<file path="config.mk">
export PLATFORM = sky130hd
export DESIGN_NAME = rf_write_arbiter_flat
export DESIGN_NICKNAME = d
export VERILOG_FILES = /design/src/rtl/rf_write_arbiter_if.sv /design/src/rtl/rf_write_arbiter.sv /design/src/flat_wrapper.sv
export SDC_FILE = /design/constraint.sdc
export NUM_CORES = 1
export LEC_CHECK = 0
export CORE_UTILIZATION = 40
export DETAILED_ROUTE_END_ITERATION = 10
export PLACE_DENSITY = 0.84
export SLEW_MARGIN = 5
export SYNTH_ARGS = -nofsm -noshare
export SYNTH_HDL_FRONTEND = slang
export SYNTH_SLANG_ARGS = --single-unit
</file>
<file path="constraint.sdc">
create_clock -name clk -period 2.75 [get_ports clk]
set_clock_uncertainty 0.1 [all_clocks]
set_input_delay 0.6875 -clock clk [delete_from_list [all_inputs] [get_ports clk]]
set_output_delay 0.6875 -clock clk [all_outputs]
set_load 0.02 [all_outputs]
</file>
<file path="src/rtl/rf_write_arbiter_if.sv">
// Writeback-to-register-file port bundle: two valid/ready requesters, clear control,
// status pulses and the registered register-file write port.
interface rf_write_arbiter_if #(
  parameter int unsigned DATA_W = 16,
  parameter int unsigned ADDR_W = 4
);
  logic              req0_valid;
  logic [ADDR_W-1:0] req0_addr;
  logic [DATA_W-1:0] req0_data;
  logic              req0_ready;
  logic              req1_valid;
  logic [ADDR_W-1:0] req1_addr;
  logic [DATA_W-1:0] req1_data;
  logic              req1_ready;
  logic              clr_req;
  logic              clr_busy;
  logic              clr_done;
  logic              wr_drop;
  logic              rf_load;
  logic [ADDR_W-1:0] rf_caddr;
  logic [DATA_W-1:0] rf_c;

  // Writeback side: issues requests, observes the write port and status.
  modport master (
    output req0_valid, req0_addr, req0_data, req1_valid, req1_addr, req1_data, clr_req,
    input  req0_ready, req1_ready, clr_busy, clr_done, wr_drop, rf_load, rf_caddr, rf_c
  );

  // Arbiter side.
  modport slave (
    input  req0_valid, req0_addr, req0_data, req1_valid, req1_addr, req1_data, clr_req,
    output req0_ready, req1_ready, clr_busy, clr_done, wr_drop, rf_load, rf_caddr, rf_c
  );
endinterface

</file>
<file path="src/rtl/rf_write_arbiter.sv">
// Round-robin arbiter for the register file write port, with a one-register-per-cycle
// clear sweep. All register-file-facing outputs are registered; readies are combinational.
module rf_write_arbiter #(
  parameter int unsigned DATA_W     = 16,
  parameter int unsigned ADDR_W     = 4,
  parameter int unsigned NUM_REGS   = 16,
  parameter bit          PROTECT_R0 = 1'b0
) (
  input logic               clk,
  input logic               nClear,
  rf_write_arbiter_if.slave bus
);

  localparam int unsigned CNT_W = $clog2(NUM_REGS + 1);

  typedef enum logic {ST_RUN, ST_CLEAR} state_e;

  state_e            state_q, state_d;
  logic [CNT_W-1:0]  cnt_q, cnt_d;
  logic              last_grant_q, last_grant_d;
  logic              rf_load_q, rf_load_d;
  logic [ADDR_W-1:0] rf_caddr_q, rf_caddr_d;
  logic [DATA_W-1:0] rf_c_q, rf_c_d;
  logic              clr_busy_q, clr_busy_d;
  logic              clr_done_q, clr_done_d;
  logic              wr_drop_q, wr_drop_d;

  logic              accept_ok_c;
  logic              grant0_c, grant1_c, xfer_c, drop_c;
  logic [ADDR_W-1:0] sel_addr_c;
  logic [DATA_W-1:0] sel_data_c;

  // Grant: a lone requester wins; on a tie the one not granted last time wins.
  always_comb begin
    accept_ok_c = (state_q == ST_RUN) && !bus.clr_req && !nClear;
    grant0_c    = accept_ok_c && bus.req0_valid && (!bus.req1_valid || last_grant_q);
    grant1_c    = accept_ok_c && bus.req1_valid && (!bus.req0_valid || !last_grant_q);
    xfer_c      = grant0_c || grant1_c;
    sel_addr_c  = grant1_c ? bus.req1_addr : bus.req0_addr;
    sel_data_c  = grant1_c ? bus.req1_data : bus.req0_data;
    drop_c      = (PROTECT_R0 && (sel_addr_c == '0)) || (32'(sel_addr_c) >= NUM_REGS);
  end

  assign bus.req0_ready = grant0_c;
  assign bus.req1_ready = grant1_c;

  always_comb begin
    state_d      = state_q;
    cnt_d        = cnt_q;
    last_grant_d = last_grant_q;
    rf_load_d    = 1'b0;
    rf_caddr_d   = rf_caddr_q;
    rf_c_d       = rf_c_q;
    clr_busy_d   = clr_busy_q;
    clr_done_d   = 1'b0;
    wr_drop_d    = 1'b0;
    case (state_q)
      ST_RUN: begin
        if (bus.clr_req) begin
          // First sweep write (address 0) issues on the entry edge itself.
          state_d    = ST_CLEAR;
          cnt_d      = CNT_W'(1);
          rf_load_d  = 1'b1;
          rf_caddr_d = '0;
          rf_c_d     = '0;
          clr_busy_d = 1'b1;
        end else if (xfer_c) begin
          last_grant_d = grant1_c;
          if (drop_c) begin
            wr_drop_d = 1'b1;
          end else begin
            rf_load_d  = 1'b1;
            rf_caddr_d = sel_addr_c;
            rf_c_d     = sel_data_c;
          end
        end
      end
      ST_CLEAR: begin
        if (cnt_q == CNT_W'(NUM_REGS)) begin
          state_d    = ST_RUN;
          cnt_d      = '0;
          clr_busy_d = 1'b0;
          clr_done_d = 1'b1;
        end else begin
          rf_load_d  = 1'b1;
          rf_caddr_d = ADDR_W'(cnt_q);
          rf_c_d     = '0;
          cnt_d      = cnt_q + CNT_W'(1);
        end
      end
      default: state_d = ST_RUN;
    endcase
  end

  always_ff @(posedge clk) begin
    if (nClear) begin
      state_q      <= ST_RUN;
      cnt_q        <= '0;
      last_grant_q <= 1'b1;
      rf_load_q    <= 1'b0;
      rf_caddr_q   <= '0;
      rf_c_q       <= '0;
      clr_busy_q   <= 1'b0;
      clr_done_q   <= 1'b0;
      wr_drop_q    <= 1'b0;
    end else begin
      state_q      <= state_d;
      cnt_q        <= cnt_d;
      last_grant_q <= last_grant_d;
      rf_load_q    <= rf_load_d;
      rf_caddr_q   <= rf_caddr_d;
      rf_c_q       <= rf_c_d;
      clr_busy_q   <= clr_busy_d;
      clr_done_q   <= clr_done_d;
      wr_drop_q    <= wr_drop_d;
    end
  end

  assign bus.rf_load  = rf_load_q;
  assign bus.rf_caddr = rf_caddr_q;
  assign bus.rf_c     = rf_c_q;
  assign bus.clr_busy = clr_busy_q;
  assign bus.clr_done = clr_done_q;
  assign bus.wr_drop  = wr_drop_q;

endmodule

</file>
<file path="src/flat_wrapper.sv">
// flat-port wrapper written by rule: the top's interface ports become plain ports
module rf_write_arbiter_flat 
#(
  parameter int unsigned DATA_W     = 16,
  parameter int unsigned ADDR_W     = 4,
  parameter int unsigned NUM_REGS   = 16,
  parameter bit          PROTECT_R0 = 1'b0
)
  (clk, nClear, bus_req0_valid, bus_req0_addr, bus_req0_data, bus_req1_valid, bus_req1_addr, bus_req1_data, bus_clr_req, bus_req0_ready, bus_req1_ready, bus_clr_busy, bus_clr_done, bus_wr_drop, bus_rf_load, bus_rf_caddr, bus_rf_c);
  rf_write_arbiter_if #(.DATA_W(DATA_W), .ADDR_W(ADDR_W)) bus_i ();
  input logic clk;
  input logic nClear;
  input wire logic [$bits(bus_i.req0_valid)-1:0] bus_req0_valid;
  input wire logic [$bits(bus_i.req0_addr)-1:0] bus_req0_addr;
  input wire logic [$bits(bus_i.req0_data)-1:0] bus_req0_data;
  input wire logic [$bits(bus_i.req1_valid)-1:0] bus_req1_valid;
  input wire logic [$bits(bus_i.req1_addr)-1:0] bus_req1_addr;
  input wire logic [$bits(bus_i.req1_data)-1:0] bus_req1_data;
  input wire logic [$bits(bus_i.clr_req)-1:0] bus_clr_req;
  output wire logic [$bits(bus_i.req0_ready)-1:0] bus_req0_ready;
  output wire logic [$bits(bus_i.req1_ready)-1:0] bus_req1_ready;
  output wire logic [$bits(bus_i.clr_busy)-1:0] bus_clr_busy;
  output wire logic [$bits(bus_i.clr_done)-1:0] bus_clr_done;
  output wire logic [$bits(bus_i.wr_drop)-1:0] bus_wr_drop;
  output wire logic [$bits(bus_i.rf_load)-1:0] bus_rf_load;
  output wire logic [$bits(bus_i.rf_caddr)-1:0] bus_rf_caddr;
  output wire logic [$bits(bus_i.rf_c)-1:0] bus_rf_c;
  assign bus_i.req0_valid = bus_req0_valid;
  assign bus_i.req0_addr = bus_req0_addr;
  assign bus_i.req0_data = bus_req0_data;
  assign bus_i.req1_valid = bus_req1_valid;
  assign bus_i.req1_addr = bus_req1_addr;
  assign bus_i.req1_data = bus_req1_data;
  assign bus_i.clr_req = bus_clr_req;
  assign bus_req0_ready = bus_i.req0_ready;
  assign bus_req1_ready = bus_i.req1_ready;
  assign bus_clr_busy = bus_i.clr_busy;
  assign bus_clr_done = bus_i.clr_done;
  assign bus_wr_drop = bus_i.wr_drop;
  assign bus_rf_load = bus_i.rf_load;
  assign bus_rf_caddr = bus_i.rf_caddr;
  assign bus_rf_c = bus_i.rf_c;
  rf_write_arbiter #(.DATA_W(DATA_W), .ADDR_W(ADDR_W), .NUM_REGS(NUM_REGS), .PROTECT_R0(PROTECT_R0)) u_core (.clk(clk), .nClear(nClear), .bus(bus_i));
endmodule
</file>
==> impl_metrics.env, run 1 <==
export IMPL_outcome="finished, final reports clean"
export IMPL_clock_latency_of_the_later_clocked_register_in_the_worst_skew_pair_ps=340
export IMPL_most_used_flip_flop_cell_after_synthesis="sky130_fd_sc_hd__dfxtp_1"
export IMPL_vias=1405
export IMPL_post_cts_resize_count=5
export IMPL_timing_max_transition_violations_final=0
export IMPL_cts_clk_slew_worst_paths_ps=100
export IMPL_cts_max_level=2
export IMPL_crit_family="buffers and inverters"
export IMPL_cpMaxStageDelayCell="sky130_fd_sc_hd__clkdlybuf4s50_1"
export IMPL_grt_ovfl_total=0
export IMPL_floorplan_die_width_um=61.5
export IMPL_drt_wl_total_um=3710
export IMPL_drive_above_1_share_pct=10.3
export IMPL_wire_length_of_the_first_global_routing_pass_um=5260
export IMPL_most_used_standard_cells_in_the_synthesized_netlist="30 x sky130_fd_sc_hd__dfxtp_1, 16 x sky130_fd_sc_hd__mux2i_1, 16 x sky130_fd_sc_hd__o2bb2ai_1"
export IMPL_cts_sinks=30
export IMPL_async_flop_share_pct=0
export IMPL_mappedNetlistNets=192
export IMPL_setup_bufs_post_cts=0
export IMPL_netlist_area_um2=1410
export IMPL_first_iter_violations=34
export IMPL_drt_antenna_net_count=0
export IMPL_worst_path_max_fanout=3
export IMPL_worstPathRequired_ps=1960
export IMPL_min_period_ps=2640
export IMPL_firstDrtPassIters=4
export IMPL_fp_dieArea_um2=3780
export IMPL_register_area_um2=601
export IMPL_finalSetupViolations=0
export IMPL_post_synth_main_area_contributors="sky130_fd_sc_hd__dfxtp_1 42%, sky130_fd_sc_hd__mux2i_1 11%, sky130_fd_sc_hd__o2bb2ai_1 9.9%"
export IMPL_setup_tns_final_ps=0
export IMPL_max_stage_delay_ps=430
export IMPL_yosys_register_bits=30
export IMPL_achievable_frequency_mhz=379
export IMPL_route_detailed_drc=0
export IMPL_ios=71
export IMPL_crit_arrival_ps=1850
export IMPL_synth_cell_types=36
export IMPL_largest_net_degree_at_the_start_of_global_routing=17
export IMPL_synth_seq_area_share_pct=42.5
export IMPL_hpwl_um=2720
export IMPL_clk_root_buffer_cell="sky130_fd_sc_hd__clkbuf_4"
export IMPL_gp_congestion=0.820
export IMPL_final_min_period_over_clock_period_pct=96.0
export IMPL_hold_path_class="reg2reg"
export IMPL_synthDominantCellAreaShare_pct=42.5
export IMPL_flow_area_growth_from_synthesis_pct=63.1
export IMPL_area_of_the_multi_input_gates_um2=752
export IMPL_synthesis_area_per_instance_um2=9.75
export IMPL_cts_made_buffers=5
export IMPL_grt_antenna_before_repair=0
export IMPL_global_route_usage_total_pct=19.2
export IMPL_fillers=287
export IMPL_count_of_buffering_cells_on_the_critical_path_with_inverters_included=2
export IMPL_routed_wire_length_per_instance_um=13.7
export IMPL_syn_inst=145
export IMPL_holdBufCountCts=0
export IMPL_port_buffers=69
export IMPL_hold_violations=0
export IMPL_nets=270
export IMPL_power_density_nw_per_um2=501
export IMPL_clock_tree_from_tritoncts="yes"
export IMPL_power_static_leakage_nw=0.857
export IMPL_crit_path_cell_trace="clkdlybuf4s50_1 > or2_1 > nor4b_1 > buf_2"
export IMPL_insertedDiodeCount=0
export IMPL_vdd_drop_max_mv=0.414
export IMPL_timing_hold_ws_ps=371
export IMPL_rsz0062_at_grt="no"
export IMPL_die_y_um=61.5
export IMPL_floorplan_initialDensity_pct=42.0
export IMPL_routed_via_density=5.20
export IMPL_core_area_um2=3360
export IMPL_post_synth_top_count_cell="sky130_fd_sc_hd__dfxtp_1"
export IMPL_grt_pass1_vias=1228
export IMPL_num_rows=21
export IMPL_synth_yosys_warnings=0
export IMPL_cts_path_max_buffers=2
export IMPL_setup_worst_path_start_class="primary input"
export IMPL_crit_path_end_kind="primary output"
export IMPL_netlist_top_cell_by_area="sky130_fd_sc_hd__dfxtp_1"
export IMPL_synth_enable_flop_cells=0
export IMPL_worstSetupPathType="in2out"
export IMPL_maxCapViolations=0
[worst register-to-register path, cell delays in order (launching register included)]
cell and delay, ps:
sky130_fd_sc_hd__dfxtp_1 430, sky130_fd_sc_hd__inv_1 70, sky130_fd_sc_hd__ha_1 190, sky130_fd_sc_hd__and4bb_2 290
sky130_fd_sc_hd__a22oi_2 370, sky130_fd_sc_hd__nor2_1 70, sky130_fd_sc_hd__a311oi_1 250
[stage by stage]
| step | utilization (%) | cells | power [mW] | worst slack (ps) | area (um^2) |
|---|---|---|---|---|---|
| final | 68.6 | 270 | 1.15 | 109 | 2310 |
| after detailed placement | 65.4 | 262 | 0.692 | -355 | 2200 |
| after global routing | 68.6 | 270 | 1.20 | 4.78 | 2310 |
| after CTS | 68.7 | 270 | 1.16 | 7.12 | 2310 |
| after global placement | 65.4 | 262 | 0.688 | -372 | 2200 |
| after floorplan | - | 145 | 0.568 | 273 | 1410 |
[layout make-up]
type	instances	share of cell area, %
sequential	30	26.0
clock inverter	2	2.60
tap	46	2.50
clock buffer	6	2.22
multi-input combinational	104	32.6
timing repair buffer	79	33.5
inverter	3	0.488
[path summary, 6_finish.rpt]
| check | slack [ps] | start | to | depth (start not counted) |
|---|---|---|---|---|
| max | 110 | bus_clr_req | bus_req0_ready | 4 |
| min | 370 | u_core.bus.rf_c[11] | u_core.bus.rf_c[11] | 1 |
| max reg2reg | 920 | u_core.cnt_q[0] | u_core.bus.rf_caddr[0] | 6 |
| min reg2reg | 370 | u_core.bus.rf_c[11] | u_core.bus.rf_c[11] | 1 |
[where the power goes]
part           leakage (nW)  total (mW)  internal (mW)  switching, mW
sequential            0.245       0.467          0.454         0.0122
clock                0.0585       0.473          0.308          0.165
combinational         0.553       0.215          0.125         0.0902
[flip-flops by register name (all words and copies together), names as in the netlist]
signal,count
u_core.bus.rf_caddr,4
u_core.last_grant_q,1
u_core.bus.rf_load,1
u_core.bus.clr_busy,1
u_core.bus.clr_done,1
u_core.state_q,1
u_core.cnt_q,5
u_core.bus.rf_c,16
[placed cells by master (no fill, tap or decap), drive strengths merged, types with 5 or more instances in the layout]
master / n
clkdlybuf4s50: 67
dfxtp: 30
mux2i: 16
o2bb2ai: 16
buf: 11
nor2: 10
nand2: 9
o21ai: 8
clkbuf: 6
and3: 5
a21oi: 5
[cell families after synthesis]
logic type                 after synthesis  share of synthesized area, %
muxes                                   16                          11.3
AOI/OAI and AO/OA                       42                          23.2
other                                    1                         0.265
buffers and inverters                   11                          4.34
adders and majority gates                2                          1.77
and+or+nand+nor                         42                          16.0
xor gates and xnor gates                 1                         0.620
DFF                                     30                          42.5
[layer usage]
| metal | share of wire [%] | vias up | GRT usage (%) |
|---|---|---|---|
| met3 | 11 | 7 | 8.19 |
| met1 | 40 | 652 | 19.7 |
| met2 | 48 | 60 | 35.1 |
| met4 | 1.3 | 0 | 6.67 |
| met5 | 0 | - | 0 |
| li1 | - | 686 | - |
No activity file was read; power rests on OpenSTA's default activity.
==> run 2: changes to the inputs <==
- TNS_END_PERCENT: unset -> 5
==> results of run 2 <==
Final layout, timing and power as in run 1 (identical DEF).
